$ cat config.mk
export PLATFORM = sky130hd
export DESIGN_NAME = ct_counter_n
export DESIGN_NICKNAME = d
export VERILOG_FILES = /design/src/rtl/ct_counter_n.sv
export SDC_FILE = /design/constraint.sdc
export NUM_CORES = 1
export LEC_CHECK = 0
export ABC_AREA = 1
export CAP_MARGIN = 20
export CORE_MARGIN = 2
export CORE_UTILIZATION = 48
export DETAILED_ROUTE_END_ITERATION = 6
export PLACE_DENSITY_LB_ADDON = 0.08
export SETUP_SLACK_MARGIN = 0.3
export SLEW_MARGIN = 0
export SYNTH_ARGS = -nofsm -noshare
export SYNTH_HDL_FRONTEND = slang
export SYNTH_SLANG_ARGS = --single-unit
$ cat constraint.sdc
create_clock -name CK -period 1.74 [get_ports CK]
set_clock_uncertainty 0.05 [all_clocks]
set_input_delay 0.348 -clock CK [delete_from_list [all_inputs] [get_ports CK]]
set_output_delay 0.348 -clock CK [all_outputs]
set_load 0.01 [all_outputs]
$ cat src/rtl/ct_counter_n.sv
// N-bit loadable up/down counter with reload register, terminal hold and cascade carry.
// Optional build macro CT_SNAPSHOT_EN adds a SNAP strobe and QS snapshot register.
module ct_counter_n #(
   parameter int unsigned           WIDTH  = 8,
   parameter logic [WIDTH-1:0]      RVINIT = '0
) (
   input  logic             CK,
   input  logic             RESETL,
   input  logic [WIDTH-1:0] D,
   input  logic             LD,
   input  logic             LDR,
   input  logic             ENAB,
   input  logic             CI,
   input  logic             UP,
   input  logic             RELOAD,
   input  logic             HOLD,
`ifdef CT_SNAPSHOT_EN
   input  logic             SNAP,
   output logic [WIDTH-1:0] QS,
`endif
   output logic [WIDTH-1:0] Q,
   output logic [WIDTH-1:0] QL,
   output logic             CO,
   output logic             TCP
);

   localparam logic [WIDTH-1:0] ALL_ONES = '1;
   localparam logic [WIDTH-1:0] ZERO     = '0;

   logic [WIDTH-1:0] q_r;
   logic [WIDTH-1:0] q_nxt;
   logic [WIDTH-1:0] rv_r;
   logic             tcp_r;
   logic             ce;
   logic             term;

   // Terminal depends on direction, so a mid-count UP flip is seen immediately.
   always_comb begin
      ce   = ENAB & CI;
      term = UP ? (q_r == ALL_ONES) : (q_r == ZERO);
   end

   // Next-value priority: load, terminal hold, terminal reload, step, hold.
   always_comb begin
      q_nxt = q_r;
      if (LD) begin
         q_nxt = D;
      end else if (ce) begin
         if (term && HOLD) begin
            q_nxt = q_r;
         end else if (term && RELOAD) begin
            q_nxt = rv_r;
         end else if (UP) begin
            q_nxt = q_r + WIDTH'(1);
         end else begin
            q_nxt = q_r - WIDTH'(1);
         end
      end
   end

   always_ff @(posedge CK or negedge RESETL) begin
      if (!RESETL) begin
         q_r   <= ZERO;
         tcp_r <= 1'b0;
      end else begin
         q_r   <= q_nxt;
         tcp_r <= ce & term & ~LD;
      end
   end

   // Reload register; a same-edge reload still sees the previous value.
   always_ff @(posedge CK or negedge RESETL) begin
      if (!RESETL) begin
         rv_r <= RVINIT;
      end else if (LDR) begin
         rv_r <= D;
      end
   end

`ifdef CT_SNAPSHOT_EN
   logic [WIDTH-1:0] qs_r;

   // Captures the post-update value so software reads a coherent count.
   always_ff @(posedge CK or negedge RESETL) begin
      if (!RESETL) begin
         qs_r <= ZERO;
      end else if (SNAP) begin
         qs_r <= q_nxt;
      end
   end

   assign QS = qs_r;
`endif

   assign Q   = q_r;
   assign QL  = ~q_r;
   assign TCP = tcp_r;
   assign CO  = ce & term;

endmodule

==> results.cfg, run 1 <==
[outcome]
outcome = finished, violations left
violations = setup timing

[clocking]
ctsHoldBuffers = 0
cts_tree = built
clk-insertion-delay-late_ps = 280
clkSinkCount = 17
clk_path_buf_depth = 2
clock-root-buffer = clkbuf_4
numCtsBuffers = 3
clk_pin_slew_ps = 100
htreeDepth = 1

[synthesis]
yosysUniqueCellTypes = 26
synth_edf_count = 0
netlist.area_leader.share_pct = 33.4
synth_commonest_cells = nand2_1 (61), inv_1 (20), dfrtp_1 (17), nand3_1 (17), nor2_1 (9)
syn_area_sq_um = 1270
synth_cells = 170
async_flop_share_pct = 100
synth_warnings = 0
yosysMostFrequentCell = nand2_1
post_synth.cell_area_avg_sq_um = 7.49
synth_top_area_cell = dfrtp_1
seq_area_frac_synth_pct = 33.4
ys_seq_elements = 17
yosys_most_used_dff = dfrtp_1
synth_nets = 194
netlist_top_cells_area = dfrtp_1 (33%), nand2_1 (18%), nand3_1 (6.7%)

[timing]
worst_pin_slew_ps = 366
fin_crit_sh_pct = 106
final_hold_viol_count = 0
worst_slack_ps = -104
fmax_mhz = 542
hold_slack_ps = 329
rsz0062_at_grt = yes
slew_headroom_pct = 75.5
min_period_ps = 1840
slew_violations = 0
setup_viol = 5

[global_route]
antenna_found_initial = 0
grt_max_degree = 18
grt_pass1_wl_mm = 6.00
grtUsageTotal_pct = 24.3
first_global_vias = 1367
overflow = 0

[finish]
utilization_pct = 86.8
syn2layout_area_growth_pct = 70.3
stdcell_count = 271
drive_gt1_share_pct = 48.1
final_area_sq_um = 2170
finalNetCount = 266
antennaDiodeCount = 0

[worst_setup_path]
crit_type = reg2reg
endpoint_kind = register
cp.arrival_ps = 1970
crit_path_frequent_cell = nand2_1
crit_slowest_cell = dfrtp_2
worstSetupStartpointType = register
crit_required_ps = 1870
crit_chain = buf_4 -> fa_2 -> nand2_2 -> nand2_2 -> nand3b_1 -> nand2_1 -> nand2_1 -> nand3_1 -> nand3_1 -> nand2_1
critPathMaxStageDelay_ps = 470
cp_max_fo = 4

[run]
drv_cap = 0

[pwr]
p_per_area_nw_per_um2 = 718
peakVddDrop_uv = 759
leakagePower_nw = 1.11
p_total_mw = 1.56

[die]
die_width_um = 55.5
boundaryPins = 35
rows = 18
start_util_pct = 51.0
coreArea_sq_um = 2500
fp.dieH_um = 55.5
dieArea_sq_um = 3080

[routing]
ant_nets = 0
wl_met2_mm = 2.36
wl_met1_mm = 1.65
drt_iter0_drc = 83
viasPerCell = 5.47
firstDrtPassIters = 4
wl_met3_um = 276
drt-wirelength-per-cell_um = 16.4
drc = 0
top_layer_used = met4
wl_mm = 4.44
route.vias.total = 1483

[placed_design]
placed_cells = 253
dpl-instance-area_sq_um = 1860
port_buffers = 34
dp_hpwl_mm = 2.64
routabilityCongestion = 0.801

[min_path]
min_path_type = in2async
==> registers in the layout, summed over array words and instances, names as in the netlist <==
signal	flops
Q	8
TCP	1
rv_r	8
==> cell usage in the layout (no fill, tap or decap), types with 2 or more instances in the layout <==
cell | Yosys | routed
a21oi_1 | 7 | 4
a21oi_4 | 0 | 2
buf_2 | 0 | 6
buf_4 | 2 | 24
buf_6 | 0 | 21
clkbuf_4 | 0 | 3
clkdlybuf4s50_1 | 0 | 15
dfrtp_1 | 17 | 13
dfrtp_2 | 0 | 4
ha_4 | 0 | 5
inv_1 | 20 | 15
inv_2 | 2 | 5
mux2_2 | 6 | 6
nand2_1 | 61 | 49
nand2_2 | 1 | 9
nand2_4 | 1 | 5
nand3_1 | 17 | 13
nand3_2 | 5 | 8
nand3_4 | 1 | 2
nand3b_1 | 2 | 2
nor2_1 | 9 | 7
nor2_2 | 1 | 3
o21ai_0 | 2 | 2
==> final cells by class <==
class	count	area [sq um]
Sequential cell	17	430
Inverter	22	88.8
Fill cell	139	330
Multi-Input combinational cell	127	930
Clock buffer	4	26.3
Tap cell	30	37.5
Timing Repair Buffer	71	657
==> per-layer routing <==
metal	GRT usage [%]	vias up
met5	0	-
met4	9.41	0
met3	3.28	21
met2	43.0	80
met1	29.6	698
li1	-	684
==> critical path, delay by kind of cell (launching register included) <==
family                     cells  cell delay (ps)
buffers and inverters          1              170
adders and majority gates      1              370
and+or+nand+nor                8              690
DFF                            1              470
==> worst paths after layout <==
path,from,endpoint,slack (ps),cells after the start
max in group asynchronous,RESETL,Q[4],1100,2
setup reg to reg,Q[0],Q[6],-100,10
hold reg to reg,rv_r[3],rv_r[3],470,1
hold / removal,RESETL,rv_r[2],330,2
min in group CK,rv_r[3],rv_r[3],470,1
setup / recovery,Q[0],Q[6],-100,10
==> stage by stage <==
stage / setup slack, ps / setup TNS (ps)
after floorplan: 151 / 0
after global placement: -503 / -3800
after detailed placement: -600 / -4320
after CTS: -3.57 / -3.57
after global routing: -150 / -666
final: -104 / -248
==> what timing repair did <==
| item | in CTS | in global routing |
|---|---|---|
| gates resized for setup | 88 | 42 |
| pin swaps | 18 | 21 |
| setup buffers | 7 | 7 |
| setup endpoints to repair | 26 | 23 |
==> cells by family after synthesis <==
family | count (synthesis) | share of synthesized area [%]
XOR/XNOR | 3 | 2.06
flip-flops | 17 | 33.4
AO/OA/AOI/OAI | 10 | 4.13
buffers and inverters | 26 | 9.53
AND/OR/NAND/NOR | 101 | 38.1
adder cells (fa/ha/maj) | 7 | 7.47
multiplexers | 6 | 5.30
==> report_power, final <==
part / switching, mW / internal, mW
clock network: 0.124 / 0.0890
registers: 0.0406 / 0.439
logic: 0.426 / 0.439
total: 0.591 / 0.967
Note: power is estimated with default switching activity, not from simulation.
==> inputs of run 2 (changes only) <==
- CORE_ASPECT_RATIO: not set -> 0.6
- RECOVER_POWER: not set -> 100
- SETUP_SLACK_MARGIN: 0.3 -> 0.1
==> results.cfg, run 2 (synthesized netlist as in run 1, its figures left out) <==
[finish]
layout_common_cells = nand2_1 (44), buf_4 (25), dfrtp_1 (17), inv_1 (17), nand2_2 (17)
stdcell_count = 270
finalNetCount = 263
final_common_cell = nand2_1
drive_gt1_share_pct = 39.5
antennaDiodeCount = 0
syn2layout_area_growth_pct = 66.1
final_area_sq_um = 2120

[outcome]
violations = setup timing
outcome = finished, violations left

[min_path]
min_path_type = reg2reg
min_to = rv_r[0]
min_path_cells = 1
holdCritStartpoint = rv_r[0]

[worst_setup_path]
r2r_start = Q[5]
crit_chain = nor2_1 -> nand2_1 -> nor2_1 -> nand2_1 -> nand2_2 -> nand2_2 -> inv_2 -> buf_6
cp_max_fo = 4
worstSetupStartpointType = register
critPathMaxStageDelay_ps = 430
crit_required_ps = 1340
endpoint_kind = output port
crit_type = reg2out
cp.arrival_ps = 1430
crit_slowest_cell = dfrtp_1
reg2regPathDepth = 12
reg2reg_to = Q[2]
ff2ff_setup_slack_ps = -60

[timing]
worst_slack_ps = -90.6
rsz0062_at_grt = yes
final_hold_viol_count = 0
slew_violations = 0
fin_crit_sh_pct = 105
fmax_mhz = 546
min_period_ps = 1830
hold_slack_ps = 465
setup_viol = 3
slew_headroom_pct = 35.9
worst_pin_slew_ps = 961

[placed_design]
port_buffers = 34
routabilityCongestion = 0.826
dpl-instance-area_sq_um = 1820
dp_slack_ps = -521
dp_hpwl_mm = 2.69
placed_cells = 259

[global_route]
first_global_vias = 1347
grtUsageTotal_pct = 24.7
grt_max_degree = 18
globalRouteMet2Util_pct = 42.3
use_met1_pct = 31.3
top_usage_layer = met2
grt_pass1_wl_mm = 5.84
antenna_found_initial = 0
grt_use_met3_pct = 6.28
overflow = 0

[clocking]
clk_pin_slew_ps = 90
clk_path_buf_depth = 2
clock-root-buffer = clkbuf_8
clk-insertion-delay-late_ps = 270
htreeDepth = 1
clkSinkCount = 17
numCtsBuffers = 3
cts_tree = built

[routing]
ant_nets = 0
route.vias.total = 1456
wl_mm = 4.25
viasPerCell = 5.39
drt_iter0_drc = 114
firstDrtPassIters = 4
drt-wirelength-per-cell_um = 15.7
drc = 0

[pwr]
p_per_area_nw_per_um2 = 734
leakagePower_nw = 1.08
peakVddDrop_uv = 434

[die]
boundaryPins = 35
coreArea_sq_um = 2500
rows = 14
dieArea_sq_um = 3090
die_width_um = 70.5
fp.dieH_um = 43.9
start_util_pct = 50.8

[run]
drv_cap = 0
[run 2: what timing repair did]
item | in CTS | in global routing
setup buffers | 1 | 6
pin swaps | 16 | 12
setup endpoints to repair | 24 | 10
hold buffers | 0 | 0
gates cloned | 0 | 1
gates resized for setup | 39 | 36
[run 2: worst max-delay path by stage]
stage / slack [ps] / to / from / depth (start not counted)
2_1_floorplan: 110 / Q[6] / UP / 9
3_3_place_gp: -450 / CO / UP / 7
3_5_place_dp: -520 / Q[6] / UP / 11
4_1_cts: -60 / CO / Q[6] / 8
5_1_grt: -160 / CO / Q[5] / 8
6_report: -90 / CO / Q[5] / 8
[run 2: final cells by class]
type / count / area [sq um]
flip-flops and latches: 17 / 425
repair buffers: 67 / 604
fillers: 144 / 389
multi-input cells: 128 / 912
well taps: 32 / 40.0
clock buffers: 3 / 41.3
inverters: 22 / 87.6
clock inverters: 1 / 5.00
[run 2: worst max-delay path, delay by kind of cell, from the launching register on]
family	cells	cell delay, ps
buffers and inverters	2	140
AND/OR/NAND/NOR	6	600
flip-flops	1	430
[run 2: where the power goes]
group          total, mW  leakage (nW)  internal (mW)  switching, mW
sequential         0.476         0.206          0.437         0.0386
combinational      0.755         0.845          0.378          0.377
clock              0.321        0.0255          0.160          0.162
total               1.55          1.08          0.975          0.577
[run 2: per-layer routing]
layer,vias up,share of wire (%),routed length (um)
met5,-,0,0
met1,697,42,1770
met4,0,1.8,77
li1,672,-,-
met3,12,7.9,335
met2,75,49,2070
[run 2: through the flow]
step	util, %	total power, mW	setup TNS [ps]
2_1_floorplan	-	0.781	0
3_3_place_gp	72.6	1.08	-3370
3_5_place_dp	72.6	1.10	-3750
4_1_cts	77.1	1.43	-59.3
5_1_grt	84.5	1.63	-682
6_report	84.5	1.55	-160
